### src/rtl/serial_twos_comp.sv
// Serial two's-complementer: parallel-load a word, then shift out its
// negation LSB-first using the copy-through-first-1-then-invert rule.
module serial_twos_comp #(
  parameter int WIDTH = 8
) (
  input  logic             Clock,
  input  logic             reset_b,
  input  logic [WIDTH-1:0] data,
  input  logic             load,
  input  logic             shift_control,
  output logic             y
);

  logic [WIDTH-1:0] sr_q;
  logic [WIDTH-1:0] sr_d;
  logic             seen_one_q;
  logic             seen_one_d;

  // Next-state selection: load wins over shift, otherwise hold.
  always_comb begin
    sr_d       = sr_q;
    seen_one_d = seen_one_q;
    if (load) begin
      sr_d       = data;
      seen_one_d = 1'b0;
    end else if (shift_control) begin
      sr_d       = {sr_q[WIDTH-1], sr_q[WIDTH-1:1]};
      seen_one_d = seen_one_q | sr_q[0];
    end
  end

  // State registers with asynchronous active-low clear.
  always_ff @(posedge Clock or negedge reset_b) begin
    if (!reset_b) begin
      sr_q       <= '0;
      seen_one_q <= 1'b0;
    end else begin
      sr_q       <= sr_d;
      seen_one_q <= seen_one_d;
    end
  end

  // Bits before the first 1 pass through; every bit after it is inverted.
  assign y = sr_q[0] ^ seen_one_q;

endmodule

### config.mk
export PLATFORM = sky130hd
export DESIGN_NAME = serial_twos_comp
export DESIGN_NICKNAME = d
export VERILOG_FILES = /design/src/rtl/serial_twos_comp.sv
export SDC_FILE = /design/constraint.sdc
export NUM_CORES = 1
export LEC_CHECK = 0
export ABC_AREA = 1
export CORE_AREA = 4 4 41 43
export DETAILED_ROUTE_END_ITERATION = 10
export DIE_AREA = 0 0 45 47
export PLACE_DENSITY = 0.63
export SYNTH_ARGS = -nofsm -noshare
export SYNTH_HDL_FRONTEND = slang
export SYNTH_SLANG_ARGS = --single-unit
### constraint.sdc
create_clock -name Clock -period 1.1 [get_ports Clock]
set_input_delay 0.22 -clock Clock [delete_from_list [all_inputs] [get_ports Clock]]
set_output_delay 0.22 -clock Clock [all_outputs]
set_load 0.01 [all_outputs]
======== After elaboration in Yosys (flattened, before gate mapping) ========
Cells that the tools add are included.
operators by class
  reductions and logical operators ........ 1
  muxes and demuxes ....................... 4
  bitwise logic cells ..................... 2
operator list
  kind                number
  $mux W8             1
  $mux W7             1
  $mux W1             2
  $reduce_bool A2 Y1  1
  $or A1 B1 Y1        1
  $xor A1 B1 Y1       1
storage, ports and cells
  bits in registers ....................... 9
  logic and storage cells ................. 10
  bits of input ports ..................... 12
  output and inout bits ................... 1

======== Longest topological paths before layout ========
  depth after elaboration ................. 3
  mapped depth ............................ 4
  depth with buffers taken out ............ 3

======== Worst setup path after synthesis ========
Ideal clock, no wire load.
  path kind ............................... register to output
  start point ............................. register sr_q[0]
  end point ............................... output y
  arrival ................................. 673 ps
  required time ........................... 880 ps
  path slack .............................. 207 ps
  cell stages (with the launch flop) ...... 3
  buffers on the path ..................... 0
  path through ............................ dfrtp_1 -> inv_1 -> ha_1
between the ends
  word-level cells in the longest chain between the ends .. 1
RTL lines
  element                 line  source
  start, declared         14    logic [WIDTH-1:0] sr_q;
  start signal, assigned  38    sr_q <= sr_d;
  $xor A1 B1 Y1           44    assign y = sr_q[0] ^ seen_one_q;
  end, declared           11    output logic y
Every way passes these cells.

======== Final worst setup path ========
Ends and elaborated chain as after synthesis.

==> impl_metrics.ini <==
[finish]
fillers = 146
fin_nets = 83
n_antenna_cell = 0
area_delta_synth_final_pct = 43.47
drive_above_1_share_pct = 17.39
post-route-util_pct = 48.56

[timing]
tightest_slew_ns = 0.4156
finalSetupViolations = 1
fin_crit_ns = 1.293
hold_violations = 0
skew_ns = 0.0003754
slew_viol_final = 0
min_period_over_period_pct = 117.6
setup_slack_ns = -0.1935
grt_setup_unrepaired = yes
relSlewSlack_pct = 72.21
fmax_ghz = 0.7731

[global_route]
grt_pass1_wl_um = 1518
grt_pass1_vias = 376
antenna_found_initial = 0
grt_usage_pct = 10.46
grt_max_degree = 11
grt_overflow = 0

[setup_path]
r2r_cells = 3
crit_type = register to output pin
rr_startpoint = sr_q[0]
arrival_ns = 1.07
max_stage_delay_ns = 0.34
r2r_slack_ns = 0.32
crit_path_start_kind = register
crit_family = flip-flops
critPathMaxFanout = 2
r2r-end = seen_one_q
cp_slowest_cell = dfrtp_1
crit_buf_inv = 2
required_ns = 0.88
end_kind = output pin
worstPathCellList = inv_1, ha_1, buf_2

[run_status]
violations = setup timing
status = finished, violations left

[synthesis]
seq_area_frac_synth_pct = 51.14
synth_cell_types = 10
synth-simple-area-share_pct = 36.65
synth_top_area_share_pct = 51.14
syn-mean-instance-area_um2 = 8.808
netlist_top_cells_count = nand2_1, nand3_1, dfrtp_1, inv_1
synth-main-ff-cell = dfrtp_1
syn_area_um2 = 440.4
synth_edf_count = 0
synthAdderAreaFrac_pct = 2.841
synth-xor-area-share_pct = 0
ys_async_sr_fraction_pct = 100.0
ys.warnings.count = 0
syn_nets = 63
ys_top_cells_by_area = dfrtp_1, nand2_1, nand3_1
yosysMostFrequentCell = nand2_1
synth_top_family_by_area = simple AND/OR/NAND/NOR gates
yosysTopAreaCell = dfrtp_1
synth_cells = 50
synth-compound-area-share_pct = 1.989
synthMuxAreaShare_pct = 0
ys_seq_elements = 9

[route]
drt_iter0_drc = 2
dr.pass1.iters = 2
vias_per_cell = 4.595
wl_met1_um = 360
drc = 0
vias = 386
antenna_left = 0
wl_per_cell_um = 10.42
top_layer_used = met4
wirelength_um = 875
wl_met3_um = 67
wl_met2_um = 425

[cts]
cts_tree = built
clk_path_buf_depth = 2
cts-root-buf = clkbuf_4
insertion_delay_ns = 0.26
cts_buffers = 3
htreeDepth = 1
numClockSinks = 9
cts_hold_buf = 0
clkSlewWorstSetupHoldPaths_ns = 0.06

[place]
io_buffers = 12
post-place-ws_ns = -0.2922
dp_hpwl_um = 660.4
gp_congestion = 0.6777

[pwr]
p_leak_nw = 0.3050
vdd_drop_max_mv = 0.4881
power_density_mw_per_mm2 = 1254
fin_total_pwr_mw = 0.7925

[floorplan]
die_h_um = 47
fp.dieArea_mm2 = 0.002115
floorplan.initialDensity_pct = 33.85
fp-row-count = 13
die_w_um = 45
io_pins = 13
coreArea_mm2 = 0.001301

[flow_run]
cap_viol_max_count = 0

[min_path]
hold_path_class = input pin to asynchronous set/reset pin
[placed cells by master (no fill, tap or decap)]
cell type / count
ha_1: 1
nor2_8: 1
dfrtp_1: 9
clkbuf_4: 3
buf_2: 1
inv_4: 1
clkbuf_1: 1
o21ai_2: 1
buf_4: 4
inv_1: 2
nand3_1: 14
nand2_1: 19
clkdlybuf4s50_1: 11
buf_12: 1
[cell type report]
cell class              count  area, um^2  area share [%]
flip-flops and latches      9       225.2           35.64
clock buffers               4       26.28           4.158
inverters                   3       13.76           2.178
multi-input cells          36       182.7           28.91
well taps                  15       18.77           2.970
repair buffers             17       165.2           26.14
[per-stage QoR]
stage,area (um^2),hold slack (ns),TNS [ns],instances
after global placement,595.6,0.4585,-1.091,78
after CTS,624.3,0.2621,-0.1964,83
after detailed placement,595.6,0.4708,-1.129,78
after floorplan,440.4,-0.07559,0,50
final,631.9,0.2527,-0.1935,84
after global routing,631.9,0.2869,-0.2301,84
[what timing repair did]
action	in CTS	in global routing
setup buffers	1	1
gates resized for setup	4	0
gates cloned	0	0
endpoints found under the setup margin	1	1
[where the power goes]
| part | total, mW | internal [mW] | leakage (nW) | switching, mW |
|---|---|---|---|---|
| Sequential | 0.380 | 0.363 | 0.111 | 0.0163 |
| Combinational | 0.154 | 0.0865 | 0.179 | 0.0670 |
| Clock | 0.259 | 0.140 | 0.0150 | 0.119 |
[state kept, by name (all words and copies together), names as in the netlist]
name / cells
seen_one_q: 1
sr_q: 8
[how the worst max path moves through the flow]
stage / from / endpoint / slack, ns / depth (start not counted)
detailed placement: sr_q[0] / y / -0.29 / 3
floorplan: sr_q[0] / y / 0.21 / 2
CTS: sr_q[0] / y / -0.20 / 3
finish: sr_q[0] / y / -0.19 / 3
global route: sr_q[0] / y / -0.23 / 3
global placement: sr_q[0] / y / -0.27 / 3
[worst register-to-register path, cell delays in order, from the launching register on]
cell     delay, ns
dfrtp_1       0.34
inv_1         0.05
ha_1          0.20
o21ai_2       0.13
[cell families after synthesis]
family | count (synthesis)
AOI/OAI and AO/OA | 1
adders and majority gates | 1
DFF | 9
buffers and inverters | 5
and+or+nand+nor | 34
[layer usage]
metal	GRT usage, %	vias to the layer above
met5	0	-
met4	8.772	0
met3	3.448	4
met2	16.38	10
met1	11.50	171
li1	-	201
Power figures use the tool's default switching activity.
